<file path="src/rtl/rf_pkg.sv">
// Shared constants and state encoding for the scoreboarded register file.
package rf_pkg;

  localparam int XLEN_DEF  = 32;
  localparam int NREGS_DEF = 32;

  typedef enum logic [0:0] {
    SWEEP = 1'b0,
    READY = 1'b1
  } rf_state_e;

endpackage

</file>
<file path="src/rtl/rf_scoreboard.sv">
// Per-register busy bits: set by accepted issues, cleared by effective writebacks.
module rf_scoreboard #(
  parameter int NREGS    = 32,
  parameter int AW       = 5,
  parameter int ZERO_REG = 1
) (
  input  logic             clk,
  input  logic             reset,
  input  logic             init_done,
  input  logic             wr_en,
  input  logic             wr_fire,
  input  logic [AW-1:0]    wr_addr,
  input  logic             issue_en,
  input  logic [AW-1:0]    issue_addr,
  output logic             issue_ack,
  output logic [NREGS-1:0] busy_vec
);

  logic [NREGS-1:0] busy_r;
  logic [NREGS-1:0] busy_next_s;
  logic [NREGS-1:0] clr_mask_s;
  logic [NREGS-1:0] set_mask_s;
  logic [NREGS-1:0] one_hot_s;
  logic             zero_hit_s;
  logic             set_s;

  assign busy_vec = busy_r;

  // Acceptance of a claim and the resulting set/clear masks (a same-cycle issue wins over clear).
  always_comb begin
    one_hot_s   = {{(NREGS-1){1'b0}}, 1'b1};
    zero_hit_s  = (ZERO_REG != 0) && (issue_addr == {AW{1'b0}});
    issue_ack   = issue_en & init_done &
                  (zero_hit_s | ~busy_r[issue_addr] | (wr_en & (wr_addr == issue_addr)));
    set_s       = issue_ack & ~zero_hit_s;
    clr_mask_s  = wr_fire ? (one_hot_s << wr_addr) : {NREGS{1'b0}};
    set_mask_s  = set_s ? (one_hot_s << issue_addr) : {NREGS{1'b0}};
    busy_next_s = (busy_r & ~clr_mask_s) | set_mask_s;
  end

  // Busy vector register.
  always_ff @(posedge clk or posedge reset) begin
    if (reset) begin
      busy_r <= {NREGS{1'b0}};
    end else begin
      busy_r <= busy_next_s;
    end
  end

endmodule

</file>
<file path="src/rtl/scoreboarded_register_file.sv">
// Register file with N read ports, one write port, optional bypass/zero register,
// busy scoreboard, and a post-reset clearing sweep so storage needs no reset.
module scoreboarded_register_file
  import rf_pkg::*;
#(
  parameter int  XLEN       = XLEN_DEF,
  parameter int  NREGS      = NREGS_DEF,
  parameter int  NRD        = 2,
  parameter int  ZERO_REG   = 1,
  parameter int  BYPASS     = 1,
  parameter int  INIT_SWEEP = 1,
  localparam int AW         = $clog2(NREGS)
) (
  input  logic                clk,
  input  logic                reset,
  output logic                init_done,
  input  logic                wr_en,
  input  logic [AW-1:0]       wr_addr,
  input  logic [XLEN-1:0]     wr_data,
  input  logic [NRD*AW-1:0]   rd_addr,
  output logic [NRD*XLEN-1:0] rd_data,
  output logic [NRD-1:0]      rd_busy,
  input  logic                issue_en,
  input  logic [AW-1:0]       issue_addr,
  output logic                issue_ack,
  output logic [NREGS-1:0]    busy_vec
);

  localparam rf_state_e  RESET_STATE = (INIT_SWEEP != 0) ? SWEEP : READY;
  localparam logic [AW:0] LAST_CNT   = (AW+1)'(NREGS - 1);

  rf_state_e        state_r, state_next_s;
  logic [AW:0]      sweep_cnt_r, sweep_cnt_next_s;
  logic [XLEN-1:0]  mem_r [NREGS];
  logic             mem_we_s;
  logic [AW-1:0]    mem_waddr_s;
  logic [XLEN-1:0]  mem_wdata_s;
  logic             wr_fire_s;
  logic [AW-1:0]    ra_s;

  assign init_done = (state_r == READY);
  assign wr_fire_s = wr_en & init_done & ~((ZERO_REG != 0) && (wr_addr == {AW{1'b0}}));

  // Sweep state and counter registers.
  always_ff @(posedge clk or posedge reset) begin
    if (reset) begin
      state_r     <= RESET_STATE;
      sweep_cnt_r <= {(AW+1){1'b0}};
    end else begin
      state_r     <= state_next_s;
      sweep_cnt_r <= sweep_cnt_next_s;
    end
  end

  // Sweep next-state: one register per cycle, READY once the last one is written.
  always_comb begin
    state_next_s     = state_r;
    sweep_cnt_next_s = sweep_cnt_r;
    case (state_r)
      SWEEP: begin
        sweep_cnt_next_s = sweep_cnt_r + (AW+1)'(1);
        if (sweep_cnt_r == LAST_CNT) begin
          state_next_s = READY;
        end else begin
          state_next_s = SWEEP;
        end
      end
      READY:   state_next_s = READY;
      default: state_next_s = RESET_STATE;
    endcase
  end

  // Storage write port shared between the clearing sweep and writeback.
  always_comb begin
    if (state_r == SWEEP) begin
      mem_we_s    = 1'b1;
      mem_waddr_s = sweep_cnt_r[AW-1:0];
      mem_wdata_s = {XLEN{1'b0}};
    end else begin
      mem_we_s    = wr_fire_s;
      mem_waddr_s = wr_addr;
      mem_wdata_s = wr_data;
    end
  end

  generate
    if (INIT_SWEEP != 0) begin : g_noreset_mem
      // Reset-free storage, cleared by the sweep.
      always_ff @(posedge clk) begin
        if (mem_we_s) begin
          mem_r[mem_waddr_s] <= mem_wdata_s;
        end
      end
    end else begin : g_reset_mem
      // Storage with asynchronous clear.
      always_ff @(posedge clk or posedge reset) begin
        if (reset) begin
          for (int r = 0; r < NREGS; r++) begin
            mem_r[r] <= {XLEN{1'b0}};
          end
        end else if (mem_we_s) begin
          mem_r[mem_waddr_s] <= mem_wdata_s;
        end
      end
    end
  endgenerate

  // Read muxes; a bypassing write supplies data and masks the stale busy bit.
  always_comb begin
    rd_data = {(NRD*XLEN){1'b0}};
    rd_busy = {NRD{1'b0}};
    ra_s    = {AW{1'b0}};
    for (int i = 0; i < NRD; i++) begin
      ra_s = rd_addr[i*AW +: AW];
      if (!init_done) begin
        rd_data[i*XLEN +: XLEN] = {XLEN{1'b0}};
        rd_busy[i]              = 1'b0;
      end else if ((BYPASS != 0) && wr_fire_s && (wr_addr == ra_s)) begin
        rd_data[i*XLEN +: XLEN] = wr_data;
        rd_busy[i]              = 1'b0;
      end else if ((ZERO_REG != 0) && (ra_s == {AW{1'b0}})) begin
        rd_data[i*XLEN +: XLEN] = {XLEN{1'b0}};
        rd_busy[i]              = busy_vec[ra_s];
      end else begin
        rd_data[i*XLEN +: XLEN] = mem_r[ra_s];
        rd_busy[i]              = busy_vec[ra_s];
      end
    end
  end

  rf_scoreboard #(
    .NREGS    (NREGS),
    .AW       (AW),
    .ZERO_REG (ZERO_REG)
  ) u_scoreboard (
    .clk        (clk),
    .reset      (reset),
    .init_done  (init_done),
    .wr_en      (wr_en),
    .wr_fire    (wr_fire_s),
    .wr_addr    (wr_addr),
    .issue_en   (issue_en),
    .issue_addr (issue_addr),
    .issue_ack  (issue_ack),
    .busy_vec   (busy_vec)
  );

endmodule
</file>
<file path="config.mk">
export PLATFORM = sky130hd
export DESIGN_NAME = scoreboarded_register_file
export DESIGN_NICKNAME = d
export VERILOG_FILES = /design/src/rtl/rf_pkg.sv /design/src/rtl/rf_scoreboard.sv /design/src/rtl/scoreboarded_register_file.sv
export SDC_FILE = /design/constraint.sdc
export NUM_CORES = 1
export LEC_CHECK = 0
export CAP_MARGIN = 20
export CORE_ASPECT_RATIO = 1.1
export CORE_UTILIZATION = 42
export CTS_BUF_LIST = sky130_fd_sc_hd__clkbuf_8
export CTS_CLUSTER_DIAMETER = 200
export DETAILED_ROUTE_END_ITERATION = 8
export SLEW_MARGIN = 10
export SYNTH_ARGS = -nofsm -noshare
export SYNTH_HDL_FRONTEND = slang
export SYNTH_SLANG_ARGS = --single-unit
</file>
<file path="constraint.sdc">
create_clock -name clk -period 4.4 [get_ports clk]
set_clock_uncertainty 0.05 [all_clocks]
set_input_delay 0.88 -clock clk [delete_from_list [all_inputs] [get_ports clk]]
set_output_delay 0.88 -clock clk [all_outputs]
set_load 0.1 [all_outputs]
</file>
# Word level (Yosys, flattened, before mapping)
# Memory sizes are Yosys's and may differ from the RTL's.
# Cells that the tools add are included.
dict set report op_classes {
  n_addsub 1
  multipliers 0
  div_mod_pow 0
  magnitude_cmp 3
  eq_ne 4
  n_shift 2
  muxes 25
  bitwise 15
  n_reduce_logical 6
}
# cell count
set ops {}
lappend ops {{$mux 32} 9}
lappend ops {{$shl 1x5->32 const A} 2}
lappend ops {{$and 32x32->32} 1}
lappend ops {{$not 32->32} 1}
lappend ops {{$or 32x32->32} 1}
lappend ops {{$logic_not 5->1} 4}
lappend ops {{$lt 5x6->1 const B} 3}
lappend ops {{$bmux 1 s5} 3}
lappend ops {{$eq 5x5->1} 3}
lappend ops {{$mux 1} 11}
lappend ops {{$add 6x1->6 const B} 1}
lappend ops {{$and 1x1->1} 6}
lappend ops {{$eq 6x5->1 const B} 1}
lappend ops {{$mux 5} 1}
lappend ops {{$not 1->1} 4}
lappend ops {{$logic_and 1x1->1} 2}
lappend ops {{$or 1x1->1} 2}
lappend ops {{$pmux 1 s2} 1}
dict set report word_totals {
  ff_bits 39
  latchBits 0
  ram_bits 1024
  romBits 0
  inputBits 56
  output_inout_bits 100
  wordCells 60
  n_memories 1
}
# memory depth width read_ports rd_ports_with_merged_regs wr line
set memory_table {}
lappend memory_table {mem_r 32 32 2 0 1 scoreboarded_register_file.sv:34} ;# logic [XLEN-1:0] mem_r [NREGS];

# Depth between registers and ports, before layout
# Gate-level depths: netlist of the first run.
dict set report depth {
  depth_word 9
  mapped_depth 9
  depth_no_buf 5
}

# Hierarchy
# From an unflattened synthesis of the first run, not the netlist that was laid out.
dict set report hier_totals {
  cells_unflattened 3096
  area_unflattened_um2 51689.6
}
# module n_inst cells_per_inst area_each_um2 seq_area_each_um2
set by_module_without_submodules {}
lappend by_module_without_submodules {scoreboarded_register_file 1 2917 49796.5 30924.7}
lappend by_module_without_submodules {rf_scoreboard 1 179 1893.1 800.8}

# Least setup slack after synthesis of the first run
# No wires, ideal clock.
dict set report synth_path {
  path_type {input port to output port}
  from {in rd_addr[0]}
  to {out rd_busy[0]}
  arrival_time_ps 4192
  required_time_ps 3470
  slack_ps -722
  cell_stages 7
  path_buffers 3
  cell_sequence {buf_2 -> buf_2 -> buf_2 -> mux4_2 -> mux4_2 -> mux2i_1 -> nor3_1}
}
dict set report synth_between {
  elab_chain_len 4
  elab_cells_between_ends 6
  cone_classes {eq/ne: 1; mux: 4; reduce/logical: 1}
}
# element line
set synth_rtl {}
lappend synth_rtl {{from (decl)} scoreboarded_register_file.sv:20} ;# input logic [NRD*AW-1:0] rd_addr,
lappend synth_rtl {{$bmux 1 s5 or $eq 5x5->1 (tied branches)} {scoreboarded_register_file.sv:123, scoreboarded_register_file.sv:126, scoreboarded_register_file.sv:118}}
lappend synth_rtl {{$mux 1 (implied by the code) or $logic_and 1x1->1 (tied branches)} {scoreboarded_register_file.sv:123, scoreboarded_register_file.sv:126, scoreboarded_register_file.sv:118}}
lappend synth_rtl {{$mux 1 *} scoreboarded_register_file.sv:118} ;# end else if ((BYPASS != 0) && wr_fire_s && (wr_addr == ra_s)) begin
lappend synth_rtl {{$mux 1 *} scoreboarded_register_file.sv:115} ;# if (!init_done) begin
lappend synth_rtl {{to (decl)} scoreboarded_register_file.sv:22} ;# output logic [NRD-1:0] rd_busy,
# Mark *: on every way between the ends. The rest lies on a longest branch, timed or not. The select of a mux whose other input is x is not followed.

# Worst setup path after layout of the first run
dict set report layout_path {
  from {in wr_addr[2]}
  to {out rd_data[4]}
}
dict set report layout_between {
  elab_chain_len 6
  elab_cells_between_ends 7
  cone_classes {eq/ne: 1; mux: 2; bitwise: 2; reduce/logical: 2}
}
# element line
set layout_rtl {}
lappend layout_rtl {{from (decl)} scoreboarded_register_file.sv:18} ;# input logic [AW-1:0] wr_addr,
lappend layout_rtl {{$logic_not 5->1} scoreboarded_register_file.sv:42} ;# assign wr_fire_s = wr_en & init_done & ~((ZERO_REG != 0) && (wr_addr == {AW{1'b0}}));
lappend layout_rtl {{$not 1->1} scoreboarded_register_file.sv:42}
lappend layout_rtl {{$and 1x1->1} scoreboarded_register_file.sv:42}
lappend layout_rtl {{$logic_and 1x1->1 *} scoreboarded_register_file.sv:118}
lappend layout_rtl {{$mux 32 *} scoreboarded_register_file.sv:118}
lappend layout_rtl {{$mux 32 *} scoreboarded_register_file.sv:115}
lappend layout_rtl {{to (decl)} scoreboarded_register_file.sv:21} ;# output logic [NRD*XLEN-1:0] rd_data,
# Mark *: on every way between the ends. The rest lies on a longest branch, timed or not.

==> impl_metrics.toml, run 1 <==
[sta]
max_slew_margin = 0.2242
worst_slack_ns = 0.02843
min_period_ns = 4.372
final-hold-violation-count = 0
fmaxAchievable_mhz = 228.8
tightest_slew_ns = 1.164
fin_crit_sh = 0.9935
setup-violations-final = 0
slew_viol_final = 0

[grt]
grt_pass1_vias = 31540
grt_pass1_wl_um = 222400
grt_max_degree = 99
grtUsageTotal = 0.2537
overflow = 0
antenna_found_initial = 4

[placed_design]
gp_congestion = 0.8520
port_buffers = 155
place_ws_ns = -0.1853
dpl.hpwl_um = 92510

[floorplanning]
die_area_sq_um = 122500
die_h_um = 366.9
die_w_um = 333.8
ios = 156
placementRows = 133
core_sq_um = 119800
start_util = 0.4244

[synth]
syn_area_sq_um = 50850
synth_top_area_cell = "edfxtp_1"
synth_edf_count = 1024
syn_avg_cell_area_sq_um = 20.12
synth_nets = 2585
ys_types = 47
async_flop_share = 0.03669
yosysWarnings = 0
synth.top_cell.area_share = 0.6047
ys_seq_elements = 1063
ys_seq_area_frac = 0.6239
syn_inst = 2528
ys.flop_type = "edfxtp_1"
synth_area_leaders = "edfxtp_1 60%, mux4_2 27%, dfrtp_1 1.9%"

[route]
viasPerCell = 6.417
detail-route-antenna-nets = 0
wire_per_inst_um = 33.48
wirelength_um = 154500
vias = 29610
dr.pass1.iters = 5
drtIter0Drc = 3057
drc = 0

[cts]
clk_pin_slew_ns = 0.07
htree_num_levels = 4
clk_path_buf_depth = 3
cts.sink_count = 1063
cts_tree = "yes"
clock-root-buffer = "clkbuf_8"
cts-buffers-inserted = 176
postCtsHoldBufs = 0
clock_latency_ns = 0.88

[finish]
final_util = 0.5053
fillCellCount = 9691
drive_above_1_share = 0.3990
finalNetCount = 2972
area_growth_pct = 19.07

[power]
total_power_w = 0.02268
power-per-cell-area_nw_per_um2 = 374.6
power_leakage_nw = 19.89
ir_drop_uv = 292.6

[status]
outcome = "completed"

[setup_path]
required_ns = 3.47
crit_arrival_ns = 3.44
start_kind = "input pin"
rr_endpoint = "mem_r[21][20]"
crit_fanout = 8
r2r-start = "init_done"
critPathKind = "input pin to output port"
endpoint_kind = "output port"
r2r_cells = 6
r2r_setup_slack_ns = 1.07

[worst_hold_path]
hold_class = "input pin to asynchronous set/reset pin"

[flow_run]
cap_viol_max_count = 0
worst max-delay path, cell delays in order:
cell and delay [ns]:
clkdlybuf4s50_1 0.56, buf_6 0.17, xnor2_2 0.13, nand3_2 0.13
buf_4 0.17, o311ai_4 0.30, buf_6 0.20, clkbuf_16 0.20
nor2b_1 0.07, a211o_1 0.39, buf_12 0.22
cell families (layout without fill, tap and decap cells):
logic type	count (synthesis)	count (layout)	synth area share
adder cells (fa/ha/maj)	1	1	0.0002460
AND/OR/NAND/NOR	271	271	0.02999
flip-flops	1063	1063	0.6239
XOR/XNOR	20	20	0.003445
AO/OA/AOI/OAI	272	272	0.04035
other	0	2	0
buffers and inverters	220	752	0.02005
multiplexers	681	681	0.2820
synthesized netlist by cell type, types with 4 or more instances:
library cell,number
a211o_1,64
a211oi_1,128
and2_1,32
buf_1,13
buf_2,56
buf_4,27
clkbuf_1,117
dfrtp_1,39
edfxtp_1,1024
mux2i_1,76
mux4_2,601
nand2_1,26
nand2b_1,4
nand3_1,9
nand4_1,4
nor2_1,41
nor2b_1,129
nor3_1,5
nor4_1,5
o21ai_0,32
o311ai_1,4
o31ai_1,33
xnor2_1,16
xor2_1,4
power breakdown:
part	internal (W)	switching, W	total, W
Combinational	0.00137	0.00215	0.00352
Sequential	0.0112	0.0000615	0.0112
Clock	0.00392	0.00403	0.00795
Total	0.0164	0.00624	0.0227
area by class of cell:
class | instances | area (sq um) | share of cell area
clock inverter | 143 | 665.6 | 0.01099
tap | 1552 | 1942 | 0.03207
antenna | 2 | 5.005 | 0.00008266
timing repair buffer | 425 | 5182 | 0.08559
sequential | 1063 | 31730 | 0.5240
multi-input combinational | 1245 | 18530 | 0.3061
clock buffer | 180 | 2477 | 0.04092
inverter | 4 | 15.01 | 0.0002480
flip-flops by register name (all words and copies together) (netlist names):
| register | cells |
|---|---|
| mem_r | 1024 |
| u_scoreboard.busy_vec | 32 |
| init_done | 1 |
| sweep_cnt_r | 6 |
metal layers:
metal	GRT usage	part of all wire	vias to the layer above
li1	-	-	11840
met1	0.3449	0.40	16160
met2	0.4201	0.50	1366
met3	0.04028	0.072	238
met4	0.08019	0.027	2
met5	0	0.000084	-
placed cells by master, fill, tap and decap left out, types with 5 or more instances in the layout:
| master | synthesis | routed |
|---|---|---|
| a211o_1 | 64 | 62 |
| a211oi_1 | 128 | 128 |
| and2_1 | 32 | 27 |
| and2_2 | 0 | 5 |
| buf_12 | 0 | 135 |
| buf_4 | 27 | 195 |
| buf_6 | 3 | 6 |
| buf_8 | 0 | 6 |
| clkbuf_8 | 0 | 182 |
| clkdlybuf4s50_1 | 0 | 78 |
| clkinv_1 | 0 | 50 |
| clkinv_2 | 0 | 14 |
| clkinvlp_4 | 0 | 9 |
| dfrtp_1 | 39 | 38 |
| edfxtp_1 | 1024 | 1024 |
| inv_1 | 3 | 67 |
| mux2i_1 | 76 | 76 |
| mux4_2 | 601 | 601 |
| nand2_1 | 26 | 26 |
| nand3_1 | 9 | 8 |
| nor2_1 | 41 | 8 |
| nor2_4 | 0 | 32 |
| nor2b_1 | 129 | 126 |
| o21ai_0 | 32 | 32 |
| o31ai_1 | 33 | 33 |
| xnor2_1 | 16 | 12 |
what timing repair did:
| item | in CTS | in global routing |
|---|---|---|
| gates resized for setup | 4 | 25 |
| setup endpoints to repair | 27 | 37 |
| gates cloned | 0 | 2 |
| pin swaps | 0 | 5 |
| buffers inserted | 0 | 4 |
through the flow:
stage	instance area (sq um)	setup TNS, ns	cells	hold WS (ns)
finish	60550	0	4614	0.3940
global placement	57210	-3.142	4281	0.4102
floorplan	50860	0	2528	0.3906
CTS	60370	0	4604	0.3296
detailed placement	57210	-1.592	4281	0.4170
global route	60550	-0.003531	4614	0.4057
worst max path at each step:
stage / endpoint / slack [ns] / from / cells after the start
finish: rd_data[4] / 0.03 / wr_addr[2] / 11
global route: rd_data[41] / -0.002 / init_done / 4
CTS: rd_data[11] / 0.01 / init_done / 4
detailed placement: rd_data[54] / -0.19 / wr_addr[3] / 9
global placement: rd_data[54] / -0.23 / wr_addr[1] / 9
floorplan: rd_busy[0] / 0.13 / rd_addr[0] / 7
Note: power is estimated with default switching activity, not from simulation.
==> run 2, diff against run 1 <==
--- a/config.mk
+++ b/config.mk
@@ -6,11 +6,14 @@
 export NUM_CORES = 1
 export LEC_CHECK = 0
 export CAP_MARGIN = 20
+export CELL_PAD_IN_SITES_DETAIL_PLACEMENT = 1
+export CELL_PAD_IN_SITES_GLOBAL_PLACEMENT = 2
 export CORE_ASPECT_RATIO = 1.1
 export CORE_UTILIZATION = 42
 export CTS_BUF_LIST = sky130_fd_sc_hd__clkbuf_8
 export CTS_CLUSTER_DIAMETER = 200
 export DETAILED_ROUTE_END_ITERATION = 8
+export PLACE_DENSITY_LB_ADDON = 0.1
 export SLEW_MARGIN = 10
 export SYNTH_ARGS = -nofsm -noshare
 export SYNTH_HDL_FRONTEND = slang
==> run 2 against run 1 <==
Net effect:
- clock-buffer cell count grew 8
- worst setup slack better by 0.041 ns
- power increased by 1.8%
- wire length increased by 9.7%
- highest routed layer unchanged
==> impl_metrics.toml, run 2 (synthesized netlist as in run 1, its figures left out) <==
[sta]
setup-violations-final = 0
final-hold-violation-count = 0
fin_crit_sh = 0.9843
hold-worst-slack_ns = 0.2019
slew_viol_final = 0
min_period_ns = 4.331
worst_slack_ns = 0.06912
fmaxAchievable_mhz = 230.9
tightest_slew_ns = 1.209
max_slew_margin = 0.1942
setup_tns_ns = 0
rsz0062_at_grt = "no"

[setup_path]
cpPeakStageDelay_ns = 0.44
r2r-start = "init_done"
required_ns = 3.47
worstPathCellList = "clkdlybuf4s50_1, or2_1, o31ai_2, buf_4, o311ai_4, buf_4, a211oi_1, a211o_1, buf_12"
path_buf_inv = 4
endpoint_kind = "output port"
cpMostUsedCell = "buf_4"
cp_slowest_cell = "a211oi_1"
r2r_setup_slack_ns = 1.34
rr_endpoint = "mem_r[14][7]"
crit_fanout = 11
start_kind = "input pin"
crit_arrival_ns = 3.40
crit_family = "buffers and inverters"
r2r_cells = 5
critPathKind = "input pin to output port"

[cts]
clock_latency_ns = 0.87
cts_tree = "yes"
clock-root-buffer = "clkbuf_8"
cts-buffers-inserted = 181
cts_resized = 0
cts.sink_count = 1063
clk_path_buf_depth = 3
htree_num_levels = 4
cts_setup_buffers = 0
clk_pin_slew_ns = 0.06
postCtsHoldBufs = 0

[finish]
final_common_cell = "edfxtp_1"
largest_register_ffs = 1024
largest_register = "mem_r"
mostFrequentLayoutCells = "1024 x edfxtp_1, 601 x mux4_2, 190 x clkbuf_8, 178 x buf_4, 143 x buf_12"
fillCellCount = 10760
finalNetCount = 2964
drive_above_1_share = 0.3963
area_growth_pct = 19.30

[route]
dr.pass1.iters = 5
wire_per_inst_um = 36.76
drc = 0
detail-route-antenna-nets = 0
vias = 29570
viasPerCell = 6.410
drtIter0Drc = 2878
wirelength_um = 169500

[grt]
overflow = 0
antenna_found_initial = 6
grt_pass1_vias = 32800
grt_pass1_wl_um = 243100
grtUsageTotal = 0.2821
grt_max_degree = 43

[power]
switchingPower_w = 0.006372
clock_power_share = 0.362
power-per-cell-area_nw_per_um2 = 380.5
ir_drop_uv = 247.8
p_comb_frac = 0.152
p_int_w = 0.01671
switching_share = 0.2761
total_power_w = 0.02308
pwr-share-seq = 0.486
power_leakage_nw = 19.85

[floorplanning]
die_area_sq_um = 122500
placementRows = 133
ios = 156
core_sq_um = 119800
die_w_um = 333.8
die_h_um = 366.9
start_util = 0.4244

[placed_design]
place_ws_ns = 0.01401
dpl.hpwl_um = 102600
port_buffers = 155
gp_congestion = 0.8169

[status]
outcome = "completed"

[flow_run]
cap_viol_max_count = 0

[worst_hold_path]
hold_class = "input pin to asynchronous set/reset pin"
==> run 2: changes by cell type in the layout (fill, tap and decap cells not counted), sizes merged <==
cell | previous run | this run
clkinv | 64 | 84
inv | 72 | 56
buf | 342 | 331
clkbuf | 183 | 190
clkinvlp | 9 | 6
bufinv | 2 | 4
dlymetal6s2s | 2 | 0
clkdlybuf4s50 | 78 | 79
==> run 2: cell type report <==
class,count,area [sq um],share of cell area
flip-flops and latches,1063,31730,0.5230
multi-input cells,1245,18470,0.3044
repair buffers,412,5185,0.08547
clock buffers,188,2587,0.04265
well taps,1552,1942,0.03201
clock inverters,146,735.7,0.01213
inverters,4,15.01,0.0002475
diodes,2,5.005,0.00008250
==> run 2: stage by stage <==
| step | cells | util | area (sq um) |
|---|---|---|---|
| final | 4612 | 0.5063 | 60660 |
| after global routing | 4612 | 0.5063 | 60660 |
| after CTS | 4607 | 0.5057 | 60590 |
| after detailed placement | 4273 | 0.4779 | 57260 |
| after global placement | 4272 | 0.4778 | 57250 |
| after floorplan | 2528 | - | 50860 |
==> run 2: how the worst max path moves through the flow <==
stage / start / to / slack [ns] / depth (start not counted)
after floorplan: rd_addr[0] / rd_busy[0] / 0.13 / 7
after global placement: wr_addr[1] / rd_data[38] / 0.05 / 9
after detailed placement: wr_addr[3] / rd_data[38] / 0.01 / 9
after CTS: wr_addr[3] / rd_data[38] / 0.01 / 9
after global routing: wr_addr[1] / rd_data[11] / 0.007 / 9
final: wr_addr[1] / rd_data[11] / 0.07 / 9
==> run 2: routing by layer <==
layer | share of wire | vias up | global-route usage
met5 | 0.000077 | - | 0
met4 | 0.030 | 2 | 0.09165
met3 | 0.052 | 301 | 0.04097
met2 | 0.51 | 1109 | 0.4740
met1 | 0.41 | 16330 | 0.3791
li1 | - | 11820 | -
==> run 2: power by group through the flow <==
stage                     registers, W  clock network (W)  logic (W)
after floorplan                 0.0116                  0    0.00195
after global placement          0.0114                  0    0.00347
after detailed placement        0.0114                  0    0.00351
after CTS                       0.0112            0.00856    0.00352
after global routing            0.0112            0.00894    0.00363
final                           0.0112            0.00836    0.00350
==> run 3, diff against run 2 <==
--- a/config.mk
+++ b/config.mk
@@ -9,10 +9,11 @@
 export CELL_PAD_IN_SITES_DETAIL_PLACEMENT = 1
 export CELL_PAD_IN_SITES_GLOBAL_PLACEMENT = 2
 export CORE_ASPECT_RATIO = 1.1
-export CORE_UTILIZATION = 42
+export CORE_UTILIZATION = 39
 export CTS_BUF_LIST = sky130_fd_sc_hd__clkbuf_8
 export CTS_CLUSTER_DIAMETER = 200
 export DETAILED_ROUTE_END_ITERATION = 8
+export MAX_ROUTING_LAYER = met4
 export PLACE_DENSITY_LB_ADDON = 0.1
 export SLEW_MARGIN = 10
 export SYNTH_ARGS = -nofsm -noshare
==> constraint.sdc (replaced) <==
create_clock -name clk -period 3.8 [get_ports clk]
set_clock_uncertainty 0.05 [all_clocks]
set_input_delay 0.76 -clock clk [delete_from_list [all_inputs] [get_ports clk]]
set_output_delay 0.76 -clock clk [all_outputs]
set_load 0.1 [all_outputs]
==> run 3 against run 2 <==
Net effect:
- clock-buffer cell count up 6
- sequential power up 16%
- the flow now finishes with violations (setup timing)
- critical path type unchanged
- global-route usage up 0.16 points
- clock power up 21%
- power up 20%
==> impl_metrics.toml, run 3 (synthesized netlist as in run 1, its figures left out) <==
[setup_path]
r2r_cells = 7
crit_arrival_ns = 3.05
r2r-start = "init_done"
rr_endpoint = "mem_r[31][23]"
start_kind = "input pin"
cp_slowest_cell = "mux4_2"
endpoint_kind = "output port"
path_buf_inv = 4
worstPathCellList = "buf_16, buf_16, buf_4, mux4_2, mux4_2, nor2b_1, a211o_1, buf_12"
crit_fanout = 8
cpPeakStageDelay_ns = 0.58
required_ns = 2.99
critPathKind = "input pin to output port"
crit_family = "multiplexers"
r2r_setup_slack_ns = 0.88

[floorplanning]
die_h_um = 380.7
ios = 156
start_util = 0.3943
core_sq_um = 129000
placementRows = 138
die_w_um = 346.3
die_area_sq_um = 131800

[sta]
final-hold-violation-count = 0
worst_slack_ns = -0.06429
tightest_slew_ns = 1.110
slew_viol_final = 0
setup-violations-final = 43
setup_tns_ns = -1.004
min_period_ns = 3.864
fmaxAchievable_mhz = 258.8
max_slew_margin = 0.2599
rsz0062_at_grt = "yes"
fin_crit_sh = 1.017

[status]
outcome = "complete, but fails checks"
violations = "setup timing"

[grt]
overflow = 0
grtUsageTotal = 0.2837
antenna_found_initial = 5
grt_pass1_wl_um = 255900
grt_pass1_vias = 33500
grt_max_degree = 40

[cts]
cts-buffers-inserted = 186
clock-root-buffer = "clkbuf_8"
clk_pin_slew_ns = 0.06
clk_path_buf_depth = 3
cts_tree = "yes"
clock_latency_ns = 0.90
htree_num_levels = 4
cts.sink_count = 1063

[worst_hold_path]
hold_class = "input pin to asynchronous set/reset pin"

[power]
power_leakage_nw = 21.54
ir_drop_uv = 337.3
power-per-cell-area_nw_per_um2 = 430.0

[route]
wirelength_um = 180900
dr.pass1.iters = 5
vias = 30560
drtIter0Drc = 2794
viasPerCell = 6.188
detail-route-antenna-nets = 0
wire_per_inst_um = 36.64
drc = 0

[finish]
largest_register_ffs = 1024
fin_area_sq_um = 64430
area_growth_pct = 26.70
final_common_cell = "edfxtp_1"
finalNetCount = 3159
drive_above_1_share = 0.4753
mostFrequentLayoutCells = "1024 x edfxtp_1, 601 x mux4_2, 283 x buf_4, 196 x clkbuf_8, 186 x buf_12"
largest_register = "mem_r"
fillCellCount = 11490
fin_cells = 4939

[placed_design]
place_ws_ns = -0.4257
placed_cells = 4534
port_buffers = 155
dpl_cell_area_sq_um = 59030
gp_congestion = 0.8400
dpl.hpwl_um = 113300

[flow_run]
cap_viol_max_count = 0
run 3: changes by cell type in the layout (fill, tap and decap cells not counted), sizes merged, moves of 6 or more:
| cell | before | now |
|---|---|---|
| buf | 331 | 514 |
| clkbuf | 190 | 207 |
| clkinv | 84 | 78 |
| inv | 56 | 63 |
| clkdlybuf4s50 | 79 | 71 |
run 3: layout make-up:
type	count	area, sq um	area share
inverter	4	15.01	0.0002330
timing repair buffer	602	7717	0.1198
clock inverter	147	797.0	0.01237
antenna	4	10.01	0.0001554
tap	1680	2102	0.03263
sequential	1063	31730	0.4925
multi-input combinational	1245	19390	0.3009
clock buffer	194	2670	0.04144
run 3: power by group:
group          internal, W  switching, W  total [W]
Combinational      0.00188       0.00269    0.00458
Sequential          0.0129     0.0000763     0.0130
Clock              0.00519       0.00494     0.0101
Total               0.0200       0.00771     0.0277
run 3: repair_timing:
action                                  4_1_cts  5_1_grt
endpoints found under the setup margin       65       65
resized for setup                           107      117
pin swaps                                    38       45
hold buffers                                  0        0
gates cloned                                  8        7
buffers inserted                             23       27
run 3: worst max-delay path by stage:
stage | start | to | cells after the start
floorplan | init_done | mem_r[0][0] | 5
finish | rd_addr[0] | rd_data[30] | 8
global route | rd_addr[0] | rd_data[30] | 8
detailed placement | wr_addr[3] | rd_data[49] | 10
global placement | wr_addr[3] | rd_data[49] | 10
CTS | mem_r[15][23] | rd_data[23] | 5
run 3: stage by stage:
| stage | utilization | hold WS (ns) | total power [W] |
|---|---|---|---|
| after floorplan | - | 0.3906 | 0.01575 |
| after global placement | 0.4577 | 0.4077 | 0.01747 |
| after detailed placement | 0.4577 | 0.4134 | 0.01752 |
| after CTS | 0.4918 | 0.1784 | 0.02779 |
| after global routing | 0.4995 | 0.2579 | 0.02853 |
| final | 0.4995 | 0.2463 | 0.02770 |
run 3: tightest hold or removal path, delay by kind of cell:
kind	cells	cell delay, ns
buffers and inverters	3	0.89
run 3: routing by layer:
| layer | GRT usage | vias up | wire length, um |
|---|---|---|---|
| met1 | 0.3677 | 16980 | 73590 |
| met3 | 0.04350 | 266 | 9962 |
| met4 | 0.08140 | 0 | 5055 |
| li1 | - | 12210 | - |
| met5 | - | - | 0 |
| met2 | 0.4644 | 1101 | 92340 |
